<file path="config.mk">
export PLATFORM = sky130hd
export DESIGN_NAME = i2c_seq_writer
export DESIGN_NICKNAME = d
export VERILOG_FILES = /design/src/rtl/i2c_pkg.sv /design/src/rtl/i2c_seq_writer_tick_gen.sv /design/src/rtl/i2c_seq_writer.sv
export SDC_FILE = /design/constraint.sdc
export NUM_CORES = 1
export LEC_CHECK = 0
export BUFFER_PORTS_ARGS = -buffer_cell sky130_fd_sc_hd__buf_2
export CORE_ASPECT_RATIO = 1.5
export CORE_MARGIN = 3
export CORE_UTILIZATION = 55
export CTS_CLUSTER_DIAMETER = 100
export DETAILED_ROUTE_END_ITERATION = 16
export HOLD_SLACK_MARGIN = 0.02
export PLACE_DENSITY_LB_ADDON = 0.05
export SETUP_SLACK_MARGIN = 0.3
export SYNTH_ARGS = -nofsm -noshare
export SYNTH_HDL_FRONTEND = slang
export SYNTH_SLANG_ARGS = --single-unit
</file>
<file path="constraint.sdc">
create_clock -name s_clk_25mhz -period 2.5 [get_ports s_clk_25mhz]
set_clock_uncertainty 0.05 [all_clocks]
set_input_delay 0.75 -clock s_clk_25mhz [delete_from_list [all_inputs] [get_ports s_clk_25mhz]]
set_output_delay 0.75 -clock s_clk_25mhz [all_outputs]
set_load 0.03 [all_outputs]
</file>
<file path="src/rtl/i2c_pkg.sv">
// Shared definitions for the I2C register-write sequencer.
//   state_t  : sequencer states
//   SEL_*    : byte_sel encodings for the three bytes of a write
//   ENTRY_W  : width of one write-table entry ({reg, data})
package i2c_pkg;

  typedef enum logic [2:0] {
    IDLE,
    START,
    BYTE,
    ACK,
    STOP,
    GAP
  } state_t;

  localparam logic [1:0] SEL_ADDR = 2'd0;
  localparam logic [1:0] SEL_REG  = 2'd1;
  localparam logic [1:0] SEL_DATA = 2'd2;

  localparam int ENTRY_W = 16;

endpackage

</file>
<file path="src/rtl/i2c_seq_writer_tick_gen.sv">
// Quarter-period timebase for the I2C sequencer.
//   clk  in  system clock
//   rst  in  synchronous active-high reset
//   en   in  1 = run; 0 = hold divider and phase at 0
//   tick out one-cycle pulse when the divider wraps (end of a quarter)
//   q    out current quarter-phase 0..3 of the SCL bit period
module i2c_tick_gen #(
  parameter int CLK_DIV = 5
) (
  input  logic       clk,
  input  logic       rst,
  input  logic       en,
  output logic       tick,
  output logic [1:0] q
);

  localparam int DIV_W = (CLK_DIV > 1) ? $clog2(CLK_DIV) : 1;
  localparam logic [DIV_W-1:0] DIV_LAST = DIV_W'(CLK_DIV - 1);

  logic [DIV_W-1:0] div_reg;
  logic [1:0]       q_reg;

  always_ff @(posedge clk) begin
    if (rst || !en) begin
      div_reg <= '0;
      q_reg   <= 2'd0;
    end else if (div_reg == DIV_LAST) begin
      div_reg <= '0;
      q_reg   <= q_reg + 2'd1;
    end else begin
      div_reg <= div_reg + 1'b1;
    end
  end

  assign tick = en && (div_reg == DIV_LAST);
  assign q    = q_reg;

endmodule

</file>
<file path="src/rtl/i2c_seq_writer.sv">
// I2C write sequencer: on start, sends NUM_WRITES three-byte writes
// (slave address + W, register, data) from a table latched at start,
// checks every ACK, retries NACKed writes, and waits GAP_CYCLES between
// writes. SCL is produced from a quarter-period tick, no derived clock.
//   s_clk_25mhz in  system clock
//   rst         in  synchronous active-high reset
//   start       in  one-cycle pulse, accepted only when idle
//   wr_table    in  entry k = [16k+15:16k] = {reg, data}, entry 0 first
//   sda_in      in  synchronised SDA pad level
//   scl_oe      out 1 = pull SCL low
//   sda_oe      out 1 = pull SDA low
//   busy        out sequence in progress
//   done        out one-cycle pulse on success
//   nack_err    out one-cycle pulse on abort after retries
//   fail_idx    out failing entry, held until the next start
module i2c_seq_writer
  import i2c_pkg::*;
#(
  parameter int         CLK_DIV    = 5,
  parameter logic [6:0] SLAVE_ADDR = 7'h74,
  parameter int         NUM_WRITES = 4,
  parameter int         GAP_CYCLES = 50000,
  parameter int         MAX_RETRY  = 2
) (
  input  logic                          s_clk_25mhz,
  input  logic                          rst,
  input  logic                          start,
  input  logic [NUM_WRITES*ENTRY_W-1:0] wr_table,
  input  logic                          sda_in,
  output logic                          scl_oe,
  output logic                          sda_oe,
  output logic                          busy,
  output logic                          done,
  output logic                          nack_err,
  output logic [3:0]                    fail_idx
);

  localparam int TBL_W  = NUM_WRITES * ENTRY_W;
  localparam int GAP_W  = (GAP_CYCLES > 0) ? $clog2(GAP_CYCLES + 1) : 1;
  localparam int RTRY_W = (MAX_RETRY > 0) ? $clog2(MAX_RETRY + 1) : 1;
  localparam int IDX_W  = (NUM_WRITES > 1) ? $clog2(NUM_WRITES) : 1;

  localparam logic [GAP_W-1:0]  GAP_LAST   = (GAP_CYCLES > 0) ? GAP_W'(GAP_CYCLES - 1) : '0;
  localparam logic [RTRY_W-1:0] RETRY_MAX  = RTRY_W'(MAX_RETRY);
  localparam logic [3:0]        LAST_ENTRY = 4'(NUM_WRITES - 1);
  localparam logic [7:0]        ADDR_BYTE  = {SLAVE_ADDR, 1'b0};

  state_t              state_reg, state_next;
  logic [TBL_W-1:0]    table_reg, table_next;
  logic [3:0]          entry_reg, entry_next;
  logic [RTRY_W-1:0]   retry_reg, retry_next;
  logic                nack_reg, nack_next;
  logic                ack_bit_reg, ack_bit_next;
  logic [1:0]          byte_sel_reg, byte_sel_next;
  logic [2:0]          bit_cnt_reg, bit_cnt_next;
  logic [7:0]          shift_reg, shift_next;
  logic [GAP_W-1:0]    gap_cnt_reg, gap_cnt_next;
  logic                done_reg, done_next;
  logic                nack_err_reg, nack_err_next;
  logic [3:0]          fail_idx_reg, fail_idx_next;
  logic                scl_oe_reg, scl_oe_next;
  logic                sda_oe_reg, sda_oe_next;

  logic                tick;
  logic [1:0]          q;
  logic                tick_en;
  logic                last_q;
  logic                gap_exit;
  logic [1:0]          sel_inc;
  logic [ENTRY_W-1:0]  cur_entry;

  // Table entries padded to a power of two so the entry index always
  // selects a defined slot.
  logic [ENTRY_W-1:0]  entries [2**IDX_W];

  generate
    for (genvar gi = 0; gi < 2**IDX_W; gi++) begin : g_entry
      if (gi < NUM_WRITES) begin : g_used
        assign entries[gi] = table_reg[gi*ENTRY_W +: ENTRY_W];
      end else begin : g_pad
        assign entries[gi] = '0;
      end
    end
  endgenerate

  assign cur_entry = entries[entry_reg[IDX_W-1:0]];

  function automatic logic [7:0] pick_byte(input logic [1:0] sel,
                                           input logic [ENTRY_W-1:0] ent);
    case (sel)
      SEL_ADDR: pick_byte = ADDR_BYTE;
      SEL_REG:  pick_byte = ent[15:8];
      default:  pick_byte = ent[7:0];
    endcase
  endfunction

  // The bit timebase only runs while bus activity is being generated; it is
  // held in GAP so each START begins at a fresh quarter boundary.
  assign tick_en = (state_reg != IDLE) && (state_reg != GAP);

  i2c_tick_gen #(
    .CLK_DIV (CLK_DIV)
  ) u_tick (
    .clk  (s_clk_25mhz),
    .rst  (rst),
    .en   (tick_en),
    .tick (tick),
    .q    (q)
  );

  assign last_q  = tick && (q == 2'd3);
  assign sel_inc = byte_sel_reg + 2'd1;

  always_ff @(posedge s_clk_25mhz) begin
    if (rst) begin
      state_reg    <= IDLE;
      table_reg    <= '0;
      entry_reg    <= '0;
      retry_reg    <= '0;
      nack_reg     <= 1'b0;
      ack_bit_reg  <= 1'b0;
      byte_sel_reg <= SEL_ADDR;
      bit_cnt_reg  <= '0;
      shift_reg    <= '0;
      gap_cnt_reg  <= '0;
      done_reg     <= 1'b0;
      nack_err_reg <= 1'b0;
      fail_idx_reg <= '0;
      scl_oe_reg   <= 1'b0;
      sda_oe_reg   <= 1'b0;
    end else begin
      state_reg    <= state_next;
      table_reg    <= table_next;
      entry_reg    <= entry_next;
      retry_reg    <= retry_next;
      nack_reg     <= nack_next;
      ack_bit_reg  <= ack_bit_next;
      byte_sel_reg <= byte_sel_next;
      bit_cnt_reg  <= bit_cnt_next;
      shift_reg    <= shift_next;
      gap_cnt_reg  <= gap_cnt_next;
      done_reg     <= done_next;
      nack_err_reg <= nack_err_next;
      fail_idx_reg <= fail_idx_next;
      scl_oe_reg   <= scl_oe_next;
      sda_oe_reg   <= sda_oe_next;
    end
  end

  // Sequencer next-state logic.
  always_comb begin
    state_next    = state_reg;
    table_next    = table_reg;
    entry_next    = entry_reg;
    retry_next    = retry_reg;
    nack_next     = nack_reg;
    ack_bit_next  = ack_bit_reg;
    byte_sel_next = byte_sel_reg;
    bit_cnt_next  = bit_cnt_reg;
    shift_next    = shift_reg;
    gap_cnt_next  = gap_cnt_reg;
    done_next     = 1'b0;
    nack_err_next = 1'b0;
    fail_idx_next = fail_idx_reg;
    gap_exit      = 1'b0;

    case (state_reg)
      IDLE: begin
        if (start) begin
          state_next    = START;
          table_next    = wr_table;
          entry_next    = '0;
          retry_next    = '0;
          nack_next     = 1'b0;
          fail_idx_next = '0;
          byte_sel_next = SEL_ADDR;
          bit_cnt_next  = '0;
          gap_cnt_next  = '0;
        end
      end

      START: begin
        if (last_q) begin
          state_next    = BYTE;
          byte_sel_next = SEL_ADDR;
          bit_cnt_next  = '0;
          shift_next    = ADDR_BYTE;
        end
      end

      BYTE: begin
        if (last_q) begin
          if (bit_cnt_reg == 3'd7) begin
            state_next = ACK;
          end else begin
            bit_cnt_next = bit_cnt_reg + 3'd1;
            shift_next   = {shift_reg[6:0], 1'b0};
          end
        end
      end

      ACK: begin
        // Sample in the middle of the SCL-high window.
        if (tick && (q == 2'd2)) begin
          ack_bit_next = sda_in;
        end
        if (last_q) begin
          if (ack_bit_reg) begin
            state_next = STOP;
            nack_next  = 1'b1;
          end else if (byte_sel_reg != SEL_DATA) begin
            state_next    = BYTE;
            byte_sel_next = sel_inc;
            bit_cnt_next  = '0;
            shift_next    = pick_byte(sel_inc, cur_entry);
          end else begin
            state_next = STOP;
          end
        end
      end

      STOP: begin
        if (last_q) begin
          if (GAP_CYCLES == 0) begin
            gap_exit = 1'b1;
          end else begin
            state_next   = GAP;
            gap_cnt_next = '0;
          end
        end
      end

      GAP: begin
        if (gap_cnt_reg == GAP_LAST) begin
          gap_exit = 1'b1;
        end else begin
          gap_cnt_next = gap_cnt_reg + 1'b1;
        end
      end

      default: begin
        state_next = IDLE;
      end
    endcase

    // End of the inter-transaction gap: advance, retry or finish.
    if (gap_exit) begin
      gap_cnt_next = '0;
      if (!nack_reg) begin
        retry_next = '0;
        if (entry_reg == LAST_ENTRY) begin
          state_next = IDLE;
          done_next  = 1'b1;
        end else begin
          entry_next = entry_reg + 4'd1;
          state_next = START;
        end
      end else if (retry_reg != RETRY_MAX) begin
        retry_next = retry_reg + 1'b1;
        nack_next  = 1'b0;
        state_next = START;
      end else begin
        state_next    = IDLE;
        nack_err_next = 1'b1;
        fail_idx_next = entry_reg;
        nack_next     = 1'b0;
        retry_next    = '0;
      end
    end
  end

  // Pad enables decoded from state and quarter; registered so the pads
  // see glitch-free levels (both lines share the same one-cycle delay).
  always_comb begin
    scl_oe_next = 1'b0;
    sda_oe_next = 1'b0;
    case (state_reg)
      START: begin
        sda_oe_next = (q >= 2'd2);
        scl_oe_next = (q == 2'd3);
      end
      BYTE: begin
        scl_oe_next = (q < 2'd2);
        sda_oe_next = ~shift_reg[7];
      end
      ACK: begin
        scl_oe_next = (q < 2'd2);
      end
      STOP: begin
        scl_oe_next = (q == 2'd0);
        sda_oe_next = (q < 2'd2);
      end
      default: begin
        scl_oe_next = 1'b0;
        sda_oe_next = 1'b0;
      end
    endcase
  end

  assign scl_oe   = scl_oe_reg;
  assign sda_oe   = sda_oe_reg;
  assign busy     = (state_reg != IDLE);
  assign done     = done_reg;
  assign nack_err = nack_err_reg;
  assign fail_idx = fail_idx_reg;

endmodule

</file>
# Word level (Yosys, flattened, before mapping)
# Index checks and enable logic that the tools add are counted.
dict set report classes {
  n_addsub 7
  n_lt_le_gt_ge 3
  eq_ne 31
  mux 68
  bitwise_logic 4
  n_reduce_logical 29
}
# operator count
set ops {}
lappend ops {{16-bit 2-to-1 mux} 5}
lappend ops {{3-bit 2-to-1 mux} 17}
lappend ops {{8-bit 2-to-1 mux} 6}
lappend ops {{16-bit case mux with 3 select lines} 1}
lappend ops {{4-bit 2-to-1 mux} 10}
lappend ops {{16-bit binary-select mux with 2-bit select} 1}
lappend ops {{2-bit inequality test, second input constant} 12}
lappend ops {{8-bit case mux with 3 select lines} 1}
lappend ops {{3-bit inequality test, second input constant} 7}
lappend ops {{2-bit 2-to-1 mux} 9}
lappend ops {{3-bit case mux with 6 select lines} 1}
lappend ops {{16-bit by 1-bit adder with 16-bit output, second input constant} 1}
lappend ops {{16-bit == test, second input constant} 1}
lappend ops {{8-bit case mux with 2 select lines} 1}
lappend ops {{7-bit AND reduction} 2}
lappend ops {{3-bit == test, second input constant} 4}
lappend ops {{3-bit case mux with 4 select lines} 1}
lappend ops {{3-bit nonzero test} 4}
lappend ops {{1-bit 2-to-1 mux} 11}
lappend ops {{8-bit AND reduction} 1}
lappend ops {{2-bit by 1-bit adder with 2-bit output, second input constant} 3}
lappend ops {{3-bit by 1-bit adder with 3-bit output, second input constant} 2}
lappend ops {{3-bit by 2-bit == test with 1-bit output, second input constant} 2}
lappend ops {{1-bit case mux with 3 select lines} 2}
lappend ops {{24 further kinds} 37}
dict set report totals {
  register_bits 117
  inputBits 68
  output_inout_bits 9
}

# Depth between registers and ports, before layout
dict set report depth {
  ltp_word 9
  ltp_mapped 9
  ltp_nobuf 7
}

# Modules after synthesis
# From an unflattened synthesis, not the netlist that was laid out.
dict set report hier_totals {
  hier_cells 651
  hier_area_um2 5373.9
}
# mod instances cells_each area_each_um2 seq_area_each_um2
set modules_own_cells {}
lappend modules_own_cells {i2c_seq_writer 1 627 5132.4 2242.2}
lappend modules_own_cells {i2c_tick_gen 1 24 241.5 100.1}

# Worst setup path after synthesis
# Ideal clock, no wire load.
dict set report synth_path {
  path_kind {reg2reg}
  start {register bit_cnt_reg[0]}
  end {register shift_reg[1]}
  setup_ns 0.086
  arrival_ns 2.064
  t_required_ns 2.364
  setup_slack_ns 0.301
  stages_incl_launch_ff 8
  synth_period_minus_slack_ns 2.199
  path_cell_list {dfxtp_1 -> ha_1 -> ha_1 -> or3_1 -> a211oi_1 -> clkbuf_1 -> nor2_1 -> a211oi_1}
}
dict set report synth_between {
  elab_chain_cells 3
}
# item line_no
set synth_lines {}
lappend synth_lines {{from (decl)} i2c_seq_writer.sv:55} ;# logic [2:0] bit_cnt_reg, bit_cnt_next;
lappend synth_lines {{from (signal assigned)} i2c_seq_writer.sv:139} ;# bit_cnt_reg <= bit_cnt_next;
lappend synth_lines {{3-bit == test} i2c_seq_writer.sv:193} ;# if (bit_cnt_reg == 3'd7) begin
lappend synth_lines {{2-bit inequality test (no source line)} n/a}
lappend synth_lines {{7-bit AND reduction (no source line)} n/a}
lappend synth_lines {{to (signal assigned)} i2c_seq_writer.sv:140} ;# shift_reg <= shift_next;
lappend synth_lines {{to (decl)} i2c_seq_writer.sv:56} ;# logic [7:0] shift_reg, shift_next;
# No other way between the ends.
# A chain may end at the register's enable or synchronous reset.

# Final worst setup path
dict set report layout_path {
  start {register gap_cnt_reg[12]}
  end {register retry_reg[0]}
}
dict set report layout_between {
  elab_chain_cells 5
}
# item line_no
set layout_lines {}
lappend layout_lines {{from (decl)} i2c_seq_writer.sv:57} ;# logic [GAP_W-1:0] gap_cnt_reg, gap_cnt_next;
lappend layout_lines {{from (signal assigned)} i2c_seq_writer.sv:141} ;# gap_cnt_reg <= gap_cnt_next;
lappend layout_lines {{16-bit == test (*)} i2c_seq_writer.sv:234} ;# if (gap_cnt_reg == GAP_LAST) begin
lappend layout_lines {{1-bit 2-to-1 mux (*)} i2c_seq_writer.sv:234}
lappend layout_lines {{1-bit 2-to-1 mux (*)} i2c_seq_writer.sv:167} ;# case (state_reg)
lappend layout_lines {{2-bit nonzero test (no source line)} n/a}
lappend layout_lines {{2-bit AND reduction (no source line)} n/a}
lappend layout_lines {{to (signal assigned)} i2c_seq_writer.sv:135} ;# retry_reg <= retry_next;
lappend layout_lines {{to (decl)} i2c_seq_writer.sv:51} ;# logic [RTRY_W-1:0] retry_reg, retry_next;
# Every way passes the cells marked *; elsewhere a longest branch is shown, timed or not.

==> run metrics <==
first-pass GRT wire length=about 22 mm; number of endpoints with negative hold slack in the final report=0; CTS Buf Count=17; RePlAce Congestion=approximately 0.88; critical path type=reg2reg; CTS sink count=between 100 and 150; power density normalized to cell area=752 mW/mm^2; Final Max Slew Viols=0; type of element launching the critical path=register; final worst path period share=85.0%; Fin Setup TNS=0 ps; register area share after synthesis=43.5%; setup repair after global routing missed its margin=true; global-route usage over all layers=between 20% and 30%; R2R Path Start=gap_cnt_reg[12]; Worst Slack Setup Final=approximately 380 ps; # rows=43; Die X-Extent=just under 90 um; ys flop type=dfxtp_1; clock latency reported for the late side of the worst-skew pair=between 400 and 500 ps; number of nets produced by synthesis=739; tightest slew margin relative to the limit=59.5%; initial antenna violation count=0; largest net degree at the start of global routing=52; cell family with most CP delay=simple AND/OR/NAND/NOR gates; most common cell after layout, fill and taps aside=nand2_1; clk root buf=clkbuf_16; type of the worst min-delay path=reg2reg; sum of net half-perimeters after detailed placement=9.24 mm; maximum resistive drop on vdd=roughly 0.00054 V; detailed-route vias per instance=5.70; dpl ws=315 ps; Util after Layout=a little over two thirds; overall die area=roughly 0.011 mm^2; Critical Path Fanout Max=10; count of hold-fix buffers inserted at cts=0; number of synthesized register bits=~120; commonest cells after routing, fill and taps aside=158 x nand2_1, 111 x dfxtp_1, 88 x a21oi_1; clock buffer depth=2; number of global-route vias before repair=4693; diode count=0; number of distinct library cells after synthesis=55; starting utilization of the core area=57.1%; leakage dissipation=2.43 nW; IO Pins=between 70 and 80; height of the chip=roughly 130 um; reg-to-reg setup timing slack=around 380 ps; mean routed wirelength per cell=about 15 um; Worst-Margin Slew=602 ps; Total Routed Length=13.2 mm; outcome=finished clean; async set-reset flop share out of synthesis=0%; global route overflow=0; CP Data Required Time=~2800 ps; depth of the CTS H-tree=4; clock edge transition at the registers on the reported setup and hold paths=~50 ps; number of flops mapped to enable cells by yosys=0; Critical Path Sink Type=register; biggest cell delay along the critical path=about 520 ps; Core Area=roughly 0.0094 mm^2; timing startpoint of the critical path=gap_cnt_reg[12]; Critical Path, Cell by Cell=or3b_1, nand2b_4, or3_4, or4b_1, a21oi_1; Avg Inst Size Synth=approximately 8.2 um^2; number of warnings printed during yosys synthesis=0; Filler cells=just under 800; Max Freq=roughly 470 MHz; first-pass detailed-route iteration total=4; number of buffers and inverters on the critical path=0; violation count after the first detailed-route iteration=210; critical path's slowest cell=or4b_1; vias after detailed routing=4871; net count of the finished layout=810; maximum capacitance violations=0; DRC violations left=0; number of port buffers=between 70 and 80; startpoint of the tightest hold check path=u_tick.div_reg[0]; antenna violation net count after detailed routing=0; Period minus WS final=2120 ps; number of flip-flops in the largest register=64; area overhead of the layout relative to synthesis=22.6%; Post-Syn Instances=between 600 and 700; endpoint arrival time on the critical path=approximately 2400 ps; endpoints failing setup=0; share of cells above drive strength 1=between 20% and 30%; clock tree from TritonCTS=yes; netlist area before placement=about 0.0054 mm^2
-- Yosys cell counts, drive strengths merged, types with 2 or more instances --
cell type | n | area, um^2
a21boi | 2 | 15.0
xnor2 | 8 | 70.1
a21oi | 88 | 440
nor2 | 45 | 169
nand2b | 10 | 70.1
or4b | 2 | 20.0
mux4 | 8 | 180
o31ai | 2 | 15.0
ha | 12 | 150
xor2 | 7 | 61.3
nor2b | 5 | 31.3
nand4 | 8 | 50.1
o21ai | 11 | 55.1
nor3b | 2 | 15.0
or3 | 7 | 48.8
mux2i | 21 | 210
nand3 | 27 | 135
buf | 8 | 47.5
o221ai | 5 | 43.8
nand4b | 2 | 17.5
o41ai | 2 | 17.5
nor4b | 3 | 26.3
or2 | 2 | 12.5
nand2 | 158 | 593
a2111oi | 2 | 17.5
o211ai | 3 | 22.5
and3 | 5 | 32.5
and2 | 2 | 12.5
a211oi | 4 | 30.0
a311oi | 4 | 35.0
clkbuf | 36 | 135
or4 | 4 | 30.0
inv | 11 | 41.3
dfxtp | 117 | 2340
a22oi | 3 | 22.5
nor3 | 5 | 25.0
nor4 | 7 | 43.8
-- path summary, 6_finish.rpt --
path,end,depth (start not counted)
worst max register to register,retry_reg[0],5
worst min-delay path,u_tick.div_reg[0],1
worst min register to register,u_tick.div_reg[0],1
worst max-delay path,retry_reg[0],5
-- per-stage QoR --
step,hold slack [ps],cell area (um^2),instances,total power (W)
after floorplan,367,5380,659,0.00231
after global placement,381,5900,822,0.00247
after detailed placement,385,5900,822,0.00249
after CTS,397,6520,854,0.00498
after global routing,417,6590,855,0.00514
final,392,6590,855,0.00496
-- cell type report --
type,instances,area (um^2),share of cell area [%]
well taps,112,140,2.13
multi-input cells,486,2880,43.6
repair buffers,96,572,8.67
clock buffers,22,454,6.89
flip-flops and latches,117,2350,35.7
inverters,12,46.3,0.702
clock inverters,10,154,2.33
-- what timing repair did --
action	in CTS	in global routing
setup buffers	0	1
cloned	0	0
pin swaps	0	2
resized for setup	3	18
endpoints found under the setup margin	1	25
-- per-layer routing --
| layer | up-vias | share of wire (%) | global-route usage [%] |
|---|---|---|---|
| li1 | 2427 | - | - |
| met1 | 2292 | 39 | 27.9 |
| met2 | 126 | 53 | 43.0 |
| met3 | 26 | 4.5 | 6.26 |
| met4 | 0 | 3.1 | 11.8 |
| met5 | - | 0 | 0 |
-- cell families (layout without fill, tap and decap cells) --
group	count (synthesis)	count (layout)	synth area share, %
AND/OR/NAND/NOR	298	298	25.4
AO/OA/AOI/OAI	131	131	14.1
flip-flops	117	117	43.5
buffers and inverters	56	140	4.23
multiplexers	30	30	7.47
XOR/XNOR	15	15	2.44
adder cells (fa/ha/maj)	12	12	2.79
-- where the power goes --
group          internal (W)  switching, W
Clock               0.00168      0.000818
Combinational      0.000183      0.000280
Sequential          0.00195     0.0000449
Total               0.00382       0.00114
(Power assumes the default switching activity.)
